**src/rtl/cmd_pkg.sv**
```systemverilog
// Constants and state type shared by the command framing and command
// handling blocks, so both agree on the command codes.
package cmd_pkg;

    localparam logic [7:0] READ_CMD  = 8'h00;
    localparam logic [7:0] WRITE_CMD = 8'hAA;

    localparam int DEFAULT_WORD_WIDTH  = 8;
    localparam int DEFAULT_FRAME_WORDS = 6;

    typedef enum logic {
        IDLE,
        COLLECT
    } asm_state_t;

endpackage

```
**src/rtl/idle_timer.sv**
```systemverilog
// Saturating idle counter for serial front ends; 'expired' flags the enabled
// cycle whose edge brings the count up to LIMIT.
module idle_timer #(
    parameter int LIMIT = 1000
) (
    input  logic clk,
    input  logic reset_n,
    input  logic clear,
    input  logic enable,
    output logic expired
);

    localparam int CW = $clog2(LIMIT + 1);

    logic [CW-1:0] count;

    always_ff @(posedge clk or negedge reset_n) begin
        if (!reset_n) begin
            count <= '0;
        end else if (clear) begin
            count <= '0;
        end else if (enable && count != CW'(LIMIT)) begin
            count <= count + CW'(1);
        end
    end

    assign expired = enable && !clear && (count == CW'(LIMIT - 1));

endmodule

```
**src/rtl/command_assembler.sv**
```systemverilog
// Gathers a serial word stream into fixed-length command frames, dropping
// frames with unknown command words and partial frames that stall too long.
module command_assembler
    import cmd_pkg::*;
#(
    parameter int WORD_WIDTH     = DEFAULT_WORD_WIDTH,
    parameter int FRAME_WORDS    = DEFAULT_FRAME_WORDS,
    parameter int TIMEOUT_CYCLES = 1000
) (
    input  logic                              clk,
    input  logic                              i_reset_n,
    input  logic [WORD_WIDTH-1:0]             i_word,
    input  logic                              i_word_dv,
    output logic [WORD_WIDTH*FRAME_WORDS-1:0] o_data,
    output logic                              o_dv,
    output logic                              o_busy,
    output logic                              o_timeout
);

    // The final word goes straight to o_data, so only the earlier words are held.
    localparam int HOLD_W = WORD_WIDTH * (FRAME_WORDS - 1);
    localparam int CNT_W  = $clog2(FRAME_WORDS + 1);

    asm_state_t        state;
    logic [HOLD_W-1:0] held;
    logic [CNT_W-1:0]  word_count;
    logic              is_command;
    logic              timer_clear;
    logic              timer_enable;
    logic              timer_expired;

    assign is_command   = (i_word == WORD_WIDTH'(READ_CMD)) ||
                          (i_word == WORD_WIDTH'(WRITE_CMD));
    assign timer_clear  = (state == IDLE) || i_word_dv;
    assign timer_enable = (state == COLLECT) && !i_word_dv;
    assign o_busy       = (state == COLLECT);

    idle_timer #(
        .LIMIT(TIMEOUT_CYCLES)
    ) u_idle_timer (
        .clk     (clk),
        .reset_n (i_reset_n),
        .clear   (timer_clear),
        .enable  (timer_enable),
        .expired (timer_expired)
    );

    always_ff @(posedge clk or negedge i_reset_n) begin
        if (!i_reset_n) begin
            state      <= IDLE;
            held       <= '0;
            word_count <= '0;
            o_data     <= '0;
            o_dv       <= 1'b0;
            o_timeout  <= 1'b0;
        end else begin
            o_dv      <= 1'b0;
            o_timeout <= 1'b0;
            case (state)
                IDLE: begin
                    if (i_word_dv && is_command) begin
                        held       <= HOLD_W'(i_word);
                        word_count <= CNT_W'(1);
                        state      <= COLLECT;
                    end
                end
                COLLECT: begin
                    // An arriving word always beats a timer expiring on the same edge.
                    if (i_word_dv) begin
                        if (word_count == CNT_W'(FRAME_WORDS - 1)) begin
                            o_data     <= {held, i_word};
                            o_dv       <= 1'b1;
                            word_count <= '0;
                            state      <= IDLE;
                        end else begin
                            held       <= (held << WORD_WIDTH) | HOLD_W'(i_word);
                            word_count <= word_count + CNT_W'(1);
                        end
                    end else if (timer_expired) begin
                        o_timeout  <= 1'b1;
                        word_count <= '0;
                        state      <= IDLE;
                    end
                end
                default: state <= IDLE;
            endcase
        end
    end

endmodule

```
**config.mk**
```make
export PLATFORM = sky130hd
export DESIGN_NAME = command_assembler
export DESIGN_NICKNAME = d
export VERILOG_FILES = /design/src/rtl/cmd_pkg.sv /design/src/rtl/idle_timer.sv /design/src/rtl/command_assembler.sv
export SDC_FILE = /design/constraint.sdc
export NUM_CORES = 1
export LEC_CHECK = 0
export ABC_AREA = 1
export ABC_CLOCK_PERIOD_IN_PS = 1500
export CAP_MARGIN = 20
export CORE_AREA = 4 4 117 119
export CTS_CLUSTER_DIAMETER = 120
export DETAILED_ROUTE_END_ITERATION = 8
export DIE_AREA = 0 0 121 123
export SYNTH_ARGS = -nofsm -noshare
export SYNTH_HDL_FRONTEND = slang
export SYNTH_SLANG_ARGS = --single-unit
```
**constraint.sdc**
```tcl
create_clock -name clk -period 1.5 [get_ports clk]
set_input_delay 0.15 -clock clk [delete_from_list [all_inputs] [get_ports clk]]
set_output_delay 0.15 -clock clk [all_outputs]
set_load 0.02 [all_outputs]
```
# == Yosys cells after proc, flatten, opt, wreduce, memory -nomap -nowiden ==
# Cells that the tools add are included.
# op_classes
add_sub_neg,2
eq_ne,8
muxes,22
bitwise,2
reduce_logical,14
# op_table
operator,count
2-to-1 mux 40 bit,3
one-hot mux 40 bit (2 select lines),1
bitwise OR 40 x 8 -> 40 bit,1
2-to-1 mux 10 bit,2
2-to-1 mux 3 bit,4
adder 10 x 1 -> 10 bit (second input constant),1
== test 10 bit (second input constant),1
2-to-1 mux 1 bit,10
inequality test 10 bit (second input constant),1
== test 8 bit (second input constant),1
logical NOT 8 bit,1
one-hot mux 3 bit (2 select lines),1
AND reduction 3 bit,2
logical AND 1 bit,5
inequality test 2 bit (second input constant),2
adder 3 x 1 -> 3 bit (second input constant),1
== test 3 bit (second input constant),1
inequality test 3 x 2 -> 1 bit (second input constant),1
logical NOT 1 bit,2
logical OR 1 bit,2
inequality test 2 x 1 -> 1 bit (second input constant),1
one-hot mux 1 bit (2 select lines),1
AND reduction 2 bit,1
nonzero test 2 bit,1
inverter 1 bit,1
# totals
register_bits,104
input_bits,11

# == Logic depth before layout (Yosys ltp) ==
# logic_depth
word_depth,8
depth_mapped,9
depth_no_buf,9

# == Hierarchy ==
# A second synthesis with hierarchy kept.
# unflattened
cells_unflattened,514
area_unflattened_um2,4359.2
# modules_own_cells
mod,instances,cells_each,area_each_um2
command_assembler,1,421,3722.3
idle_timer,1,93,636.9

# == Worst setup path before layout ==
# No wires, ideal clock.
# synth_timing
path_kind,register to register
startpoint,"register state, in the netlist o_busy"
endpoint,register o_data[10]
t_arrival_ns,1.166
path_slack_ns,0.217
stages_incl_launch_ff,8
path_buffers,1
period_less_slack_ns,1.283
cell_sequence,dfrtp_1 -> nand2_1 -> inv_1 -> nand2_2 -> clkinv_2 -> buf_4 -> nand2_1 -> nand2_1
# synth_between
elab_chain_cells,1
# synth_rtl
item,line,rtl
from (decl),command_assembler.sv:24,asm_state_t state;
from (signal assigned),command_assembler.sv:50,state <= IDLE;
from (signal assigned),command_assembler.sv:64,state <= COLLECT;
from (signal assigned),command_assembler.sv:74,state <= IDLE;
AND reduction 3 bit (no source line),--,
to (signal assigned),command_assembler.sv:71,"o_data <= {held, i_word};"
to (decl),command_assembler.sv:14,"output logic [WORD_WIDTH*FRAME_WORDS-1:0] o_data,"
# No other way between the ends.
# A chain may end at the register's enable or synchronous reset.

# == Worst setup path in the final report ==
# layout_timing
startpoint,register o_data[7]
endpoint,output port o_data[7]
# No word-level cell between the ends.

==> summary.md <==
| Metric | Value |
|---|---|
| Fin cells | 745 |
| Max stage delay on crit path | 610 ps |
| Drt first pass iters | 4 |
| Yosys warning count | 0 |
| GPL Wtd Cong | 0.810 |
| Rel. slew slack | 70.1% |
| Dpl ws | -116 ps |
| Post-Route WL | 9.45 mm |
| Pins over their slew limit | 0 |
| CTS tree | yes |
| Clock-pin slew on the worst setup and hold paths | 70 ps |
| Hold/Removal Path Class | in2async |
| DRC Markers | 0 |
| Depth of the CTS H-tree | 3 |
| Share of the synthesized area in the top cell type | 61.8% |
| First-pass GRT wire length | 16.1 mm |
| Num CTS Buffers | 9 |
| Setup-failing EPs final | 0 |
| Crit end category | primary output |
| Post-Synth Simple-Gate Area | 31.1% |
| Kind of critical path | reg2out |
| Port Buffers | 61 |
| P_leak | 0.00323 uW |
| Core area | 12600 sq um |
| Fmax | 684 MHz |
| Yosys cell types | 20 |
| Die width | 121 um |
| Post-Syn Area | 4210 sq um |
| Crit path max-delay family | buffers and inverters |
| Startpoint types | register |
| Yosys reg bits | 104 |
| Initial DRC Count | 185 |
| # nets final | 581 |
| Initial antenna violation count | 0 |
| Top FF cell, synth | dfrtp_1 |
| Xor/xnor share of the synthesized area | 0.624% |
| Clock Latency Late Sink | 340 ps |
| Total power | 7870 uW |
| Gr usage total | 13.5% |
| Final Hold Fails | 0 |
| Critical path's slowest cell | clkdlybuf4s50_1 |
| Minimum clock period after layout | 1460 ps |
| Main combinational cell family by area after synthesis | simple AND/OR/NAND/NOR gates |
| CTS root buf | clkbuf_16 |
| Vias in the first global route | 3349 |
| Buf/Inv on CP | 1 |
| Biggest area consumer among synthesized cells | dfrtp_1 |
| Critical Path Fanout Max | 2 |
| Largest net degree at the start of global routing | 41 |
| Leading cell type by number of instances after synthesis | nand2_1 |
| Worst EP arrival | 1310 ps |
| Post-synth EDFFs | 0 |
| Num ports | 62 |
| Dpl hpwl | 6.60 mm |
| Post-Synth Adder-Cell Area | 0.594% |
| Die area | 14900 sq um |
| Outcome | completed |
| Mux cell area share after synthesis | 0% |
| Max clock buf depth | 2 |
| CP Data Required Time | 1350 ps |
| Commonest cells in the netlist | 249 x nand2_1, 104 x dfrtp_1, 51 x nand3_1 |
| Setup TNS | 0 ps |
| Synth Area in Compound Gates | 1.78% |
| Syn Area/Cell | 8.67 sq um |
| Initial Util | 33.5% |
| Layout cell share with drive strength beyond 1 | 9.60% |
| Vert. Die Dim | 123 um |
| Worst-case clock skew | 8.27 ps |
| Period utilization | 97.4% |
| Ys async rst share | 100% |
| Worst hold slack | 298 ps |
| Sequential area share after synthesis | 61.8% |
| Final WS setup | 38.7 ps |
| Fillers | 1215 |
| Storage element area | 2600 sq um |
| Footprint of the multi-input gates | 1460 sq um |
| Synth Net Count | 499 |
| Via density | 4.54 |
| Diode count | 0 |
| Placed Cells | 725 |
| Detail Route Antenna Nets | 0 |
| Synthesis-to-finish area growth | 32.9% |
| Cell chain of the critical path | clkdlybuf4s50_1 |
| Routed via count | 3384 |
| TritonCTS sink count | 104 |
| Final global-route overflow total | 0 |
| Worst-margin pin slew | 448 ps |
| Site row count | 41 |
| WL/cell | 12.7 um |
| Max cap viols | 0 |
| Max VDD drop | 0.645 mV |
| Pwr dens | 1410 nW/um^2 |
| Top post-synthesis cells by area | dfrtp_1 62%, nand2_1 22%, nand3_1 6.1% |
| Syn Inst Count | 486 |
## through the flow
step / utilization [%] / instance area (sq um)
6_report: 44.6 / 5600
4_1_cts: 43.9 / 5510
3_5_place_dp: 41.5 / 5220
2_1_floorplan: - / 4210
3_3_place_gp: 41.5 / 5220
5_1_grt: 44.6 / 5600
## path summary, 6_finish.rpt
kind | start | to | slack, ps | depth (start not counted)
worst max-delay path | o_data[7] | o_data[7] | 40 | 1
worst min-delay path | i_reset_n | held[34] | 300 | 2
worst max register to register | u_idle_timer.count[0] | word_count[1] | 120 | 8
worst min register to register | held[33] | o_data[41] | 470 | 2
max in group asynchronous | i_reset_n | held[30] | 640 | 3
min in group clk | i_word[1] | o_data[1] | 450 | 3
## state kept, by name, summed over array words and instances (netlist names)
name	count
held	40
o_busy	1
o_data	48
o_dv	1
o_timeout	1
u_idle_timer.count	10
word_count	3
## layer usage
layer	track usage (%)	routed length [um]	up-vias
met1	18.3	4470	1612
met3	3.25	452	6
met2	21.1	4420	78
li1	-	-	1688
met4	4.96	105	0
met5	0	0	-
## final cells by class
type,count,area share (%)
Inverter,18,1.23
Clock buffer,10,4.09
Tap cell,172,3.84
Timing Repair Buffer,91,17.3
Clock inverter,6,1.07
Sequential cell,104,46.5
Multi-Input combinational cell,344,26.0
## power by group
group / internal, uW / leakage [uW] / switching (uW)
combinational: 742 / 0.00167 / 921
clock: 1280 / 0.000138 / 986
sequential: 3440 / 0.00142 / 499
## cell usage in the layout (no fill, tap or decap)
cell type and instances:
nor2_4 2, nand2_1 247, nor2_1 16, dlymetal6s2s_1 19
clkdlybuf4s50_1 40, nor3_2 2, clkbuf_16 9, ha_2 1
xor2_1 3, dfrtp_1 104, inv_2 1, bufinv_16 1
clkbuf_1 1, nor3_1 2, ha_1 1, clkinvlp_4 2
dlygate4sd2_1 1, nand2_2 3, o21ai_0 10, clkinv_2 4
o211ai_1 1, nand4_1 2, inv_1 16, dlygate4sd3_1 1
buf_12 7, nand3_1 51, a21oi_1 2, o21bai_1 1
buf_4 23
## timing repair
action / in CTS / in global routing
setup endpoints to repair: 1 / 23
buffers inserted: 0 / 3
resized for setup: 1 / 24
endpoints found under the hold margin: 29 / 0
pin swaps: 0 / 1
hold buffers: 1 / 0
## cells by family after synthesis
| kind of cell | Yosys count |
|---|---|
| AND/OR/NAND/NOR | 325 |
| flip-flops | 104 |
| buffers and inverters | 38 |
| AO/OA/AOI/OAI | 14 |
| XOR/XNOR | 3 |
| adder cells (fa/ha/maj) | 2 |
No activity file was read; power rests on OpenSTA's default activity.
